## config.mk

```make
export PLATFORM = sky130hd
export DESIGN_NAME = dot_map_scanner
export DESIGN_NICKNAME = d
export VERILOG_FILES = /design/src/rtl/dot_map_scanner.sv
export SDC_FILE = /design/constraint.sdc
export NUM_CORES = 1
export LEC_CHECK = 0
export BUFFER_PORTS_ARGS = -buffer_cell sky130_fd_sc_hd__buf_2
export CAP_MARGIN = 25
export CORE_UTILIZATION = 42
export CTS_CLUSTER_SIZE = 8
export DETAILED_ROUTE_END_ITERATION = 10
export PLACE_DENSITY_LB_ADDON = 0.15
export SLEW_MARGIN = 10
export SYNTH_ARGS = -nofsm -noshare
export SYNTH_HDL_FRONTEND = slang
export SYNTH_SLANG_ARGS = --single-unit
```

## constraint.sdc

```tcl
create_clock -name Clk -period 4.4 [get_ports Clk]
set_input_delay 0.22 -clock Clk [delete_from_list [all_inputs] [get_ports Clk]]
set_output_delay 0.22 -clock Clk [all_outputs]
set_load 0.05 [all_outputs]
```

## src/rtl/dot_map_scanner.sv

```systemverilog
// dot_map_scanner
// Scans a ROWS x COLS dot map stored in a synchronous row memory (1-cycle read
// latency), one row per cycle, and accumulates the number of eaten dots.
// A scan takes ROWS+2 clocks from the accepted start to the done pulse.
// count/level_clr are updated only when a scan completes and otherwise hold
// their value, so the score logic can read them at any time.
// The FIN state is the single cycle in which done is high. It accepts a new
// start exactly like IDLE, which lets scans run back to back.

module dot_map_scanner #(
  parameter int COLS   = 12,
  parameter int ROWS   = 16,
  parameter int ADDR_W = 4,
  parameter int CNT_W  = 8
) (
  input  logic              Clk,
  input  logic              Reset_n,
  input  logic              start,
  input  logic              abort,
  output logic              row_rd,
  output logic [ADDR_W-1:0] row_addr,
  input  logic [COLS-1:0]   row_data,
  output logic              busy,
  output logic              done,
  output logic [CNT_W-1:0]  count,
  output logic              level_clr
);

  // Elaboration-time checks on the parameter set
  if (2**CNT_W <= ROWS*COLS) begin : g_cnt_w_check
    $error("dot_map_scanner: CNT_W too small to hold ROWS*COLS");
  end
  if (2**ADDR_W < ROWS) begin : g_addr_w_check
    $error("dot_map_scanner: ADDR_W too small to address ROWS rows");
  end

  localparam logic [1:0] S_IDLE  = 2'd0;
  localparam logic [1:0] S_SCAN  = 2'd1;
  localparam logic [1:0] S_DRAIN = 2'd2;
  localparam logic [1:0] S_FIN   = 2'd3;

  localparam logic [ADDR_W-1:0] LAST_ROW  = ADDR_W'(ROWS - 1);
  localparam logic [CNT_W-1:0]  FULL_CNT  = CNT_W'(ROWS * COLS);

  // Number of set bits in one row, zero-extended to the count width
  function automatic logic [CNT_W-1:0] popcount(input logic [COLS-1:0] v);
    logic [CNT_W-1:0] n;
    n = {CNT_W{1'b0}};
    for (int i = 0; i < COLS; i++) begin
      n = n + CNT_W'(v[i]);
    end
    return n;
  endfunction

  logic [1:0]        r_state;
  logic              r_rd_d;      // row_rd delayed: row_data is valid this cycle
  logic [CNT_W-1:0]  r_acc;
  logic              r_row_rd;
  logic [ADDR_W-1:0] r_row_addr;
  logic              r_busy;
  logic              r_done;
  logic [CNT_W-1:0]  r_count;
  logic              r_level_clr;

  logic [CNT_W-1:0]  w_acc_sum;

  assign w_acc_sum = r_acc + popcount(row_data);

  assign row_rd    = r_row_rd;
  assign row_addr  = r_row_addr;
  assign busy      = r_busy;
  assign done      = r_done;
  assign count     = r_count;
  assign level_clr = r_level_clr;

  // Scan sequencer, row accumulator and registered result outputs
  always_ff @(posedge Clk or negedge Reset_n) begin
    if (!Reset_n) begin
      r_state     <= S_IDLE;
      r_rd_d      <= 1'b0;
      r_acc       <= {CNT_W{1'b0}};
      r_row_rd    <= 1'b0;
      r_row_addr  <= {ADDR_W{1'b0}};
      r_busy      <= 1'b0;
      r_done      <= 1'b0;
      r_count     <= {CNT_W{1'b0}};
      r_level_clr <= 1'b0;
    end else begin
      r_rd_d <= r_row_rd;
      r_done <= 1'b0;
      // Absorb the row returned for the previous cycle's read
      if (r_rd_d) begin
        r_acc <= w_acc_sum;
      end else begin
        r_acc <= r_acc;
      end

      case (r_state)
        S_IDLE, S_FIN: begin
          if (abort) begin
            r_state <= S_IDLE;
          end else if (start) begin
            r_state    <= S_SCAN;
            r_acc      <= {CNT_W{1'b0}};
            r_row_addr <= {ADDR_W{1'b0}};
            r_row_rd   <= 1'b1;
            r_busy     <= 1'b1;
          end else begin
            r_state <= S_IDLE;
          end
        end
        S_SCAN: begin
          if (abort) begin
            r_state  <= S_IDLE;
            r_row_rd <= 1'b0;
            r_busy   <= 1'b0;
          end else if (r_row_addr == LAST_ROW) begin
            r_state  <= S_DRAIN;
            r_row_rd <= 1'b0;
          end else begin
            r_row_addr <= r_row_addr + ADDR_W'(1);
          end
        end
        S_DRAIN: begin
          // Last row's data is on row_data now; publish the completed total
          if (abort) begin
            r_state <= S_IDLE;
            r_busy  <= 1'b0;
          end else begin
            r_state     <= S_FIN;
            r_count     <= w_acc_sum;
            r_level_clr <= (w_acc_sum == FULL_CNT);
            r_done      <= 1'b1;
            r_busy      <= 1'b0;
          end
        end
        default: begin
          r_state  <= S_IDLE;
          r_row_rd <= 1'b0;
          r_busy   <= 1'b0;
        end
      endcase
    end
  end

endmodule

```

## Word level (Yosys, flattened, before mapping)

Cells that the tools add are included.

- $add $sub $neg: 13
- Eq/ne operators: 11
- Multiplexer cells: 24
- Bitwise operators: 1
- Reductions and logical operators: 7

Operator list:

| operator | count |
|---|---|
| 8-bit by 1-bit adder with 8-bit output | 4 |
| 8-bit two-way mux | 4 |
| 4-bit two-way mux | 4 |
| 2-bit inequality test (second input constant) | 5 |
| 1-bit two-way mux | 9 |
| 7-bit by 1-bit adder with 8-bit output | 1 |
| 8-bit adder | 1 |
| 8-bit equality test (second input constant) | 1 |
| 4-bit case mux with 2 select lines | 1 |
| 6-bit by 1-bit adder with 7-bit output | 1 |
| 5-bit by 1-bit adder with 6-bit output | 1 |
| 2-bit two-way mux | 3 |
| 2-bit case mux with 3 select lines | 1 |
| 4-bit by 1-bit adder with 5-bit output | 1 |
| 5-bit AND reduction | 1 |
| 3-bit by 1-bit adder with 4-bit output | 1 |
| 4-bit by 1-bit adder with 4-bit output (second input constant) | 1 |
| 2-bit equality test (second input constant) | 2 |
| 4-bit equality test (second input constant) | 1 |
| 4-bit AND reduction | 1 |
| 2-bit by 1-bit adder with 3-bit output | 1 |
| 3-bit inequality test (second input constant) | 1 |
| 1-bit case mux with 3 select lines | 1 |
| 3-bit AND reduction | 1 |
| other kinds (8) | 8 |

- Register bits after elaboration: 27
- Logic and storage cells: 65

## Longest topological paths before layout

Gate-level depths: netlist of run 1.

- Depth after elaboration: 16
- Mapped depth: 14

## Worst setup path before layout of run 1

No wires, ideal clock.

- Path kind: input to register
- From: input row_data[0]
- To: register r_level_clr, in the netlist level_clr
- Setup time: 76 ps
- Data arrival time: 4149 ps
- Slack: 175 ps
- Cell stages on the path: 13
- Buffers on the path: 0
- Cells stage by stage: fa_1 > inv_1 > fa_1 > fa_1 > fa_1 > fa_1 > fa_1 > and2b_1 > o211a_1 > o21ai_1 > xor2_1 > or4_1 > o21ai_1

- Word-level cells in the longest chain between the ends: 13

Ends and longest elaborated chain:

| what | line | RTL |
|---|---|---|
| start, declared | 22 | `input logic [COLS-1:0] row_data,` |
| 1-bit by 1-bit adder with 2-bit output | 50 | `n = n + CNT_W'(v[i]);` |
| 2-bit by 1-bit adder with 3-bit output | 50 |  |
| 3-bit by 1-bit adder with 4-bit output | 50 |  |
| 4-bit by 1-bit adder with 5-bit output | 50 |  |
| 5-bit by 1-bit adder with 6-bit output | 50 |  |
| 6-bit by 1-bit adder with 7-bit output | 50 |  |
| 7-bit by 1-bit adder with 8-bit output | 50 |  |
| 8-bit by 1-bit adder with 8-bit output (4 in series) | 50 |  |
| 8-bit adder | 67 | `assign w_acc_sum = r_acc + popcount(row_data);` |
| 8-bit equality test | 132 | `r_level_clr <= (w_acc_sum == FULL_CNT);` |
| end signal, assigned | 132 |  |
| end, declared | 63 | `logic r_level_clr;` |

No other way between the ends.
A chain may end at the register's enable or synchronous reset.

## Worst setup path in the final report of run 1

Ends and elaborated chain as after synthesis.

==> results_dict.tcl, run 1 <==
set metrics [dict create \
    status "finished, final reports clean" \
    yosys.area_share.simple_pct 14.8 \
    synth_nets 208 \
    grt_pass1_wl_um 5690 \
    path_max_fanout 2 \
    cts_sinks 27 \
    hpwl_um 2630 \
    globalplace.congestion 0.839 \
    p_total_mw 1.38 \
    dieArea_um2 4320 \
    nNetsFinal 246 \
    path_class "in2reg" \
    wl_um 3280 \
    yosys_warnings 0 \
    finalMaxSlewViolations 0 \
    yosysTopAreaCell "dfrtp_1" \
    syn_to_final_growth_pct 16.4 \
    numPortBuffers 31 \
    num_rows 22 \
    grt-ovfl-total 0 \
    die_h_um 65.7 \
    route.vias.total 1314 \
    synth_area_um2 1710 \
    wl_per_cell_um 12.7 \
    cp.arrival_ns 4.35 \
    ys_seq_area_share_pct 39.6 \
    cts_buffer_depth 2 \
    cts_buffers 3 \
    ys_ff_latch 27 \
    tns_ns 0 \
    synth_cell_type_count 40 \
    synth_xor_area_share_pct 5.14 \
    end_kind "flip-flop" \
    min_period_ns 4.14 \
    netlist_instances 172 \
    drt-vias-per-instance 5.11 \
    cp.required_ns 4.62 \
    skew_ns 0.00165 \
    slew_headroom_pct 37.0 \
    synth_top_family_by_area "adder cells" \
    startpoint_type "input pin" \
    synth_adder_area_share_pct 18.2 \
    cts_tree "yes" \
    core_um2 3770 \
    num_io_pins 32 \
    htree_levels 1 \
    vdd_drop_max_mv 0.340 \
    antenna_found_initial 0 \
    drtIter0Drc 38 \
    track_usage_pct 17.4 \
    power_density_nw_per_um2 698 \
    avgSynthCellArea_um2 9.92 \
    rsz0062_at_grt "false" \
    post_cts_buffers 0 \
    final_layout_size_suffix_gt1_share_pct 21.5 \
    initial_core_util_pct 45.2 \
    grt_pass1_vias 1222 \
    clkLatencyLatePin_ns 0.28 \
    hold_viol 0 \
    fin_crit_sh_pct 94.1 \
    synth-compound-area-share_pct 13.6 \
    cts_root_buf "clkbuf_8" \
    p_leak_nw 1.03 \
    diodes 0 \
    worst_pin_slew_ns 0.944 \
    first_pass_iters 4 \
    die_w_um 65.7 \
    synth_top_area_share_pct 39.6 \
    finalSetupViolations 0 \
    drc 0 \
    final_util_pct 52.6 \
    cts.clk_slew.worst_paths_ns 0.10 \
    hold_path_class "in2reg" \
    maxCapViolations 0 \
    fmax_ghz 0.242 \
    synth_area_leaders "dfrtp_1 (40%), fa_1 (9.4%), ha_1 (8.8%), inv_1 (4.4%), o21ai_0 (4.1%)" \
    drtAntennaViolNets 0 \
    grt_max_degree 28 \
    synth_mux_area_share_pct 3.15 \
    r2r_slack_ns 0.43 \
]
## synthesized netlist by cell type
| cell type | number |
|---|---|
| a31oi_1 | 1 |
| mux2_2 | 3 |
| xnor2_1 | 5 |
| o31ai_1 | 1 |
| nand3_1 | 2 |
| a21o_1 | 1 |
| and2_1 | 3 |
| nor2_1 | 12 |
| and2b_1 | 1 |
| nor3_1 | 1 |
| o211a_1 | 1 |
| or3_1 | 2 |
| a22o_1 | 1 |
| nand2_1 | 17 |
| or2_2 | 1 |
| o21ai_1 | 3 |
| or2_1 | 2 |
| o21a_1 | 1 |
| a21oi_1 | 7 |
| a211oi_1 | 4 |
| ha_1 | 12 |
| o211ai_1 | 1 |
| or2b_2 | 1 |
| o21ai_0 | 14 |
| o31a_1 | 1 |
| nand4_1 | 2 |
| a32o_1 | 1 |
| or4_1 | 1 |
| clkbuf_1 | 1 |
| nor2b_4 | 1 |
| inv_1 | 20 |
| nand3b_1 | 1 |
| dfrtp_1 | 27 |
| clkbuf_8 | 1 |
| fa_1 | 8 |
| o21ai_2 | 1 |
| xor2_1 | 5 |
| nand2b_1 | 1 |
| nor3b_1 | 2 |
| mux2i_1 | 2 |
## worst max-delay path, stage by stage
cell	delay, ns
buf_2	0.11
fa_1	0.52
inv_1	0.05
fa_1	0.46
fa_1	0.51
fa_1	0.43
fa_1	0.43
fa_1	0.41
and2b_1	0.23
o211a_1	0.16
o21ai_1	0.08
xor2_1	0.16
or4_1	0.47
o21ai_1	0.12
## placed cells by master, fill, tap and decap left out, types with 2 or more instances in the layout
master,Yosys,layout
buf_2,0,31
dfrtp_1,27,27
inv_1,20,20
nand2_1,17,17
o21ai_0,14,14
nor2_1,12,12
ha_1,12,12
fa_1,8,8
a21oi_1,7,7
xor2_1,5,5
xnor2_1,5,5
a211oi_1,4,4
o21ai_1,3,3
mux2_2,3,3
and2_1,3,3
clkbuf_8,1,3
buf_4,0,3
nor3b_1,2,2
or2_1,2,2
mux2i_1,2,2
nand4_1,2,2
nand3_1,2,2
or3_1,2,2
## layer usage
metal | GRT usage, % | vias to the layer above | part of all wire [%]
met5 | 0 | - | 0
met4 | 6.52 | 0 | 1.5
met3 | 2.60 | 5 | 2.9
met2 | 24.6 | 24 | 44
met1 | 26.5 | 630 | 52
li1 | - | 655 | -
## stage by stage
| step | instance area [µm²] | cells | hold WS [ns] | worst slack (ns) |
|---|---|---|---|---|
| 3_3_place_gp | 1930 | 252 | 0.254 | 0.0390 |
| 5_1_grt | 1980 | 257 | 0.319 | 0.0871 |
| 3_5_place_dp | 1930 | 252 | 0.265 | -0.0376 |
| 4_1_cts | 1980 | 257 | 0.271 | 0.258 |
| 2_1_floorplan | 1710 | 172 | -0.0756 | 0.175 |
| 6_report | 1980 | 257 | 0.288 | 0.262 |
## where the power goes
group | internal, mW | switching (mW) | total [mW]
Sequential | 0.306 | 0.0396 | 0.346
Clock | 0.0645 | 0.0847 | 0.149
Combinational | 0.380 | 0.510 | 0.890
## registers in the layout, summed over array words and instances, names as in the netlist
name	flops
level_clr	1
busy	1
row_addr	4
r_state	2
row_rd	1
count	8
r_rd_d	1
done	1
r_acc	8
## kinds of logic after synthesis
logic type                 after synthesis
muxes                                    5
DFF                                     27
buffers and inverters                   22
AOI/OAI and AO/OA                       38
xor gates and xnor gates                10
adders and majority gates               20
and+or+nand+nor                         50
## repair_timing
item                                   in CTS  in global routing
gates resized for setup                     0                  0
hold buffers                                1                  0
endpoints found under the hold margin      27                  0
## final timing paths
path                                           to  cells past startpoint               start
setup / recovery            level_clr$_DFFE_PN0P_                     14         row_data[0]
hold / removal                   busy$_DFFE_PN0P_                      4               abort
setup reg to reg            level_clr$_DFFE_PN0P_                     12  r_acc[0]$_DFF_PN0_
hold reg to reg                  r_rd_d$_DFF_PN0_                      0  row_rd$_DFFE_PN0P_
max in group asynchronous      r_acc[1]$_DFF_PN0_                      2             Reset_n
min in group asynchronous  r_state[0]$_DFFE_PN0P_                      2             Reset_n
## area by class of cell
| class | instances | area (µm²) |
|---|---|---|
| fillers | 349 | 1790 |
| flip-flops and latches | 27 | 676 |
| inverters | 20 | 75.1 |
| clock inverters | 1 | 7.51 |
| well taps | 48 | 60.1 |
| repair buffers | 35 | 188 |
| multi-input cells | 123 | 937 |
| clock buffers | 3 | 41.3 |
No activity file was read; power rests on OpenSTA's default activity.
==> run 2, diff against run 1 <==
--- a/config.mk
+++ b/config.mk
@@ -5,6 +5,7 @@
 export SDC_FILE = /design/constraint.sdc
 export NUM_CORES = 1
 export LEC_CHECK = 0
+export ABC_AREA = 1
 export BUFFER_PORTS_ARGS = -buffer_cell sky130_fd_sc_hd__buf_2
 export CAP_MARGIN = 25
 export CORE_UTILIZATION = 42
==> run 2 against run 1 <==
Net effect: first-iteration DRC count up 100%; via count up 4.0%; power up 14%; cell count up 14%; non-clock buffer count down 3; synthesized cell count up 22%; combinational power up 17%; clock skew about the same; synthesized area up 1.3%.
==> results_dict.tcl, run 2 <==
set metrics [dict create \
    slew_headroom_pct 60.8 \
    track_usage_pct 17.9 \
    vdd_drop_max_mv 0.484 \
    postPlaceCellArea_um2 1930 \
    p_leak_nw 1.12 \
    initial_core_util_pct 45.5 \
    cts.clk_slew.worst_paths_ns 0.08 \
    path_max_fanout 3 \
    power_density_nw_per_um2 791 \
    ys_ff_latch 27 \
    cts_root_buf "clkbuf_8" \
    cts_buffers 3 \
    cts_buffer_depth 2 \
    final_layout_size_suffix_gt1_share_pct 16.0 \
    route.vias.total 1366 \
    layout_common_cells "nand2_1 (54), inv_1 (43), buf_2 (31)" \
    num_io_pins 32 \
    synth_edf_count 0 \
    cp_slowest_stage_delay_ns 0.53 \
    diodes 0 \
    worst_pin_slew_ns 0.588 \
    multiInputGateArea_um2 881 \
    critPathTopFamily "adder cells" \
    wl_per_cell_um 11.3 \
    synth_cell_type_count 26 \
    async_flop_share_pct 100 \
    hold_path_class "in2reg" \
    maxCapViolations 0 \
    status "finished, final reports clean" \
    hold_viol 0 \
    regArea_um2 676 \
    finalSetupViolations 0 \
    yosys_warnings 0 \
    finalMaxSlewViolations 0 \
    hpwl_um 2630 \
    grt_pass1_wl_um 6010 \
    numPortBuffers 31 \
    dpl.cell_count 287 \
    first_pass_iters 4 \
    startpoint_type "input pin" \
    fin_crit_sh_pct 83.9 \
    fin_cells 292 \
    skew_ns 0.00203 \
    grt-ovfl-total 0 \
    yosys-top-cells-count "nand2_1 (54), inv_1 (43), dfrtp_1 (27)" \
    cp.arrival_ns 3.86 \
    drtIter0Drc 77 \
    cts_sinks 27 \
    min_period_ns 3.69 \
    netlist_instances 210 \
    drtAntennaViolNets 0 \
    final_area_um2 1990 \
    path_class "in2reg" \
    die_h_um 66.1 \
    path_buf_inv 4 \
    synth_top_area_share_pct 39.1 \
    yosysTopAreaCell "dfrtp_1" \
    final_common_cell "nand2_1" \
    synth_most_common_cell "nand2_1" \
    num_rows 22 \
    globalplace.congestion 0.818 \
    synth_ff_type "dfrtp_1" \
    nNetsFinal 281 \
    tns_ns 0 \
    synth_area_um2 1730 \
    ys_seq_area_share_pct 39.1 \
    drt-vias-per-instance 4.68 \
    core_um2 3800 \
    fillerInstances 374 \
    synth_nets 246 \
    antenna_found_initial 0 \
    post_cts_resized 0 \
    cp_slowest_cell "fa_1" \
    drc 0 \
    cts_tree "yes" \
    end_kind "flip-flop" \
    worstPathCellList "buf_2 -> fa_1 -> inv_1 -> fa_1 -> fa_1 -> fa_1 -> fa_1 -> fa_1 -> inv_1 -> nand2_1 -> nand2_1 -> nand3_1 -> nand2_1 -> nand2_1 -> nand2_1 -> nand2_1 -> nand3_1 -> inv_1" \
    grt_max_degree 28 \
    htree_levels 1 \
    die_w_um 66.1 \
    grt_pass1_vias 1363 \
    syn_to_final_growth_pct 15.1 \
    rsz0062_at_grt "false" \
    dieArea_um2 4370 \
    fmax_ghz 0.271 \
    avgSynthCellArea_um2 8.23 \
    cp.required_ns 4.57 \
    synth_area_leaders "dfrtp_1 (39%), nand2_1 (12%), inv_1 (9.3%), fa_1 (9.3%), ha_1 (8.7%)" \
    wl_um 3290 \
    clkLatencyLatePin_ns 0.26 \
]
## run 2: cell count changes after synthesis, moves of 4 or more
cell     delta
nand2_1    +37
inv_1      +23
nand3_1    +12
xnor2_1     -4
xor2_1      -4
## run 2: routing by layer
layer,up-vias,routed length (µm),GRT usage [%],part of all wire [%]
li1,729,-,-,-
met1,620,1780,26.5,54
met2,15,1380,27.2,42
met3,2,120,3.97,3.6
met4,0,14,2.39,0.43
met5,-,0,0,0
## run 2: worst paths after layout
path	startpoint	slack [ns]	depth (start not counted)	endpoint
max in group asynchronous	Reset_n	3.53	2	r_acc[4]$_DFF_PN0_
max reg2reg	r_acc[0]$_DFF_PN0_	0.90	16	r_acc[6]$_DFF_PN0_
min in group asynchronous	Reset_n	0.48	2	count[7]$_DFFE_PN0P_
min	abort	0.20	2	done$_DFF_PN0_
min reg2reg	row_rd$_DFFE_PN0P_	0.41	0	r_rd_d$_DFF_PN0_
max	row_data[0]	0.71	18	r_acc[6]$_DFF_PN0_
## run 2: area by class of cell
type	count	area share, %
clock buffer	4	2.27
inverter	43	8.12
multi-input combinational	138	44.3
sequential	27	34.0
tap	48	3.02
timing repair buffer	32	8.31
## run 2: per-stage QoR
| step | worst slack (ns) | total power, mW | utilization, % | hold slack [ns] |
|---|---|---|---|---|
| 2_1_floorplan | 0.756 | 1.21 | - | -0.0756 |
| 3_3_place_gp | 0.503 | 1.44 | 50.9 | 0.262 |
| 3_5_place_dp | 0.429 | 1.44 | 50.9 | 0.272 |
| 4_1_cts | 0.707 | 1.59 | 52.3 | 0.186 |
| 5_1_grt | 0.471 | 1.76 | 52.3 | 0.186 |
| 6_report | 0.707 | 1.57 | 52.3 | 0.197 |
## run 2: repair_timing
action / in CTS / in global routing
setup buffers: 0 / 0
hold buffers: 1 / 0
hold endpoints to repair: 27 / 0
## run 2: cells by family after synthesis
kind of cell / share of synthesized area [%]
DFF: 39.1
and+or+nand+nor: 21.8
AOI/OAI and AO/OA: 10.2
xor gates and xnor gates: 1.01
adders and majority gates: 18.0
buffers and inverters: 9.92
## run 2: worst register-to-register path, cell delays in order (launching register included)
cell	delay [ns]
dfrtp_1	0.36
inv_1	0.06
fa_1	0.55
fa_1	0.45
fa_1	0.48
fa_1	0.42
fa_1	0.39
inv_1	0.06
nand2_1	0.06
nand2_1	0.10
nand3_1	0.09
nand2_1	0.07
nand2_1	0.04
nand2_1	0.09
nand2_1	0.06
nand3_1	0.08
inv_1	0.04
## run 2: power by group
| group | switching [mW] | internal, mW |
|---|---|---|
| clock | 0.0699 | 0.0647 |
| combinational | 0.690 | 0.349 |
| sequential | 0.0642 | 0.336 |
| total | 0.824 | 0.750 |
==> run 3, diff against run 2 <==
==> constraint.sdc (replaced) <==
create_clock -name Clk -period 3.87 [get_ports Clk]
set_input_delay 0.1935 -clock Clk [delete_from_list [all_inputs] [get_ports Clk]]
set_output_delay 0.1935 -clock Clk [all_outputs]
set_load 0.05 [all_outputs]
==> run 3 against run 2 <==
Net effect: register-to-register slack worse by 0.53 ns; worst setup slack worse by 0.48 ns; combinational power is 17% higher; cell area is 0.57% higher; hold slack worse by 0.038 ns; core utilization is 0.30 points higher; non-clock buffer count is 1 higher; die area stayed put; wire length is 1.5% higher; clock-buffer cell count is 1 lower; critical path depth stayed put; via count is 1.2% higher; critical endpoint unchanged.
==> results_dict.tcl, run 3 (synthesized netlist as in run 2, its figures left out) <==
set metrics [dict create \
    cp.arrival_ns 3.83 \
    internal-power_uw 885 \
    regArea_um2 676 \
    power_density_nw_per_um2 922 \
    initial_core_util_pct 45.5 \
    drt-vias-per-instance 4.72 \
    cts_root_buf "clkbuf_8" \
    worstReg2RegEnd "r_acc[6]$_DFF_PN0_" \
    wl_per_cell_um 11.4 \
    path_max_fanout 3 \
    r2r_start "r_acc[0]$_DFF_PN0_" \
    hold_viol 0 \
    holdPathEnd "done$_DFF_PN0_" \
    layout_common_cells "nand2_1 (54), inv_1 (43), buf_2 (31)" \
    startpoint_type "input pin" \
    die_h_um 66.1 \
    rsz0062_at_grt "false" \
    num_io_pins 32 \
    fillerInstances 383 \
    num_rows 22 \
    p_sw_uw 958 \
    swShare_pct 52.0 \
    reg2reg_depth 16 \
    post_cts_buffers 0 \
    fin_cells 293 \
    antenna_found_initial 0 \
    drc 0 \
    final_common_cell "nand2_1" \
    dp_slack_ns -0.100 \
    p_leak_nw 1.13 \
    wl_um 3340 \
    first_pass_iters 4 \
    cts.clk_slew.worst_paths_ns 0.10 \
    dieArea_um2 4370 \
    status "finished, final reports clean" \
    hpwl_um 2670 \
    wl_met2_um 1410 \
    diodes 0 \
    r2r_slack_ns 0.37 \
    min-delay-start "abort" \
    fin_crit_sh_pct 94.2 \
    pwr-share-clk_pct 8.8 \
    worst_pin_slew_ns 0.599 \
    final_layout_size_suffix_gt1_share_pct 16.7 \
    nNetsFinal 282 \
    grt_pass1_vias 1336 \
    cts_tree "yes" \
    combPwrFrac_pct 66.4 \
    route.vias.total 1383 \
    tns_ns 0 \
    grt_max_degree 28 \
    htree_levels 1 \
    grt_pass1_wl_um 6040 \
    post_cts_resized 0 \
    cts_buffer_depth 2 \
    final_area_um2 2000 \
    clkLatencyLatePin_ns 0.28 \
    min_period_ns 3.65 \
    end_kind "flip-flop" \
    maxCapViolations 0 \
    hold_slack_ns 0.158 \
    wl_met1_um 1780 \
    drtIter0Drc 93 \
    fmax_ghz 0.274 \
    multiInputGateArea_um2 881 \
    postPlaceCellArea_um2 1940 \
    vdd_drop_max_mv 0.526 \
    skew_ns 0.0110 \
    seq_power_share_pct 24.7 \
    worst_slack_ns 0.225 \
    syn_to_final_growth_pct 15.7 \
    p_total_mw 1.84 \
    cts_sinks 27 \
    cp.required_ns 4.06 \
    cts_buffers 3 \
    track_usage_pct 18.8 \
    drtAntennaViolNets 0 \
    final_util_pct 52.6 \
    globalplace.congestion 0.817 \
    top_layer_used "met4" \
    dpl.cell_count 288 \
    grt-ovfl-total 0 \
    slew_headroom_pct 60.1 \
    finalSetupViolations 0 \
    wl_met3_um 106 \
    hold_path_class "in2reg" \
    core_um2 3800 \
    numPortBuffers 31 \
    finalMaxSlewViolations 0 \
    whs_path_depth 2 \
    die_w_um 66.1 \
    path_class "in2reg" \
]
run 3: per-layer routing:
layer	GRT usage [%]	up-vias
met5	0	-
met4	6.38	0
met2	27.4	15
met3	4.14	5
met1	27.2	630
li1	-	733
run 3: area by class of cell:
cell class,instances,area share [%]
clock buffer,3,2.07
clock inverter,1,0.375
inverter,43,8.07
multi-input combinational,138,44.1
sequential,27,33.8
tap,48,3.00
timing repair buffer,33,8.64
run 3: what timing repair did:
action | CTS | global route
endpoints found under the hold margin | 27 | 0
hold buffers | 1 | 0
endpoints found under the setup margin | 0 | 0
run 3: power groups by stage:
stage	Clock [mW]	Sequential (mW)	Combinational [mW]
2_1_floorplan	0	0.620	0.754
3_3_place_gp	0	0.462	1.21
3_5_place_dp	0	0.461	1.23
4_1_cts	0.167	0.457	1.23
5_1_grt	0.182	0.471	1.40
6_report	0.163	0.456	1.22
run 3: worst max-delay path by stage:
stage	from	endpoint	slack, ns	depth (start not counted)
final	row_data[0]	r_acc[6]$_DFF_PN0_	0.22	18
after global routing	row_data[0]	r_acc[6]$_DFF_PN0_	0.03	18
after CTS	row_data[0]	r_acc[6]$_DFF_PN0_	0.20	18
after detailed placement	row_data[0]	r_acc[6]$_DFF_PN0_	-0.10	18
after global placement	row_data[0]	r_acc[6]$_DFF_PN0_	-0.0004	18
after floorplan	row_data[0]	r_acc[6]$_DFF_PN0_	0.25	17
run 3: critical path, stage by stage:
cell and delay [ns]:
buf_2 0.11, fa_1 0.52, inv_1 0.05, fa_1 0.46, fa_1 0.54, fa_1 0.45, fa_1 0.43, fa_1 0.40
inv_1 0.06, nand2_1 0.06, nand2_1 0.10, nand3_1 0.09, nand2_1 0.07, nand2_1 0.04, nand2_1 0.09, nand2_1 0.06
nand3_1 0.08, inv_1 0.04
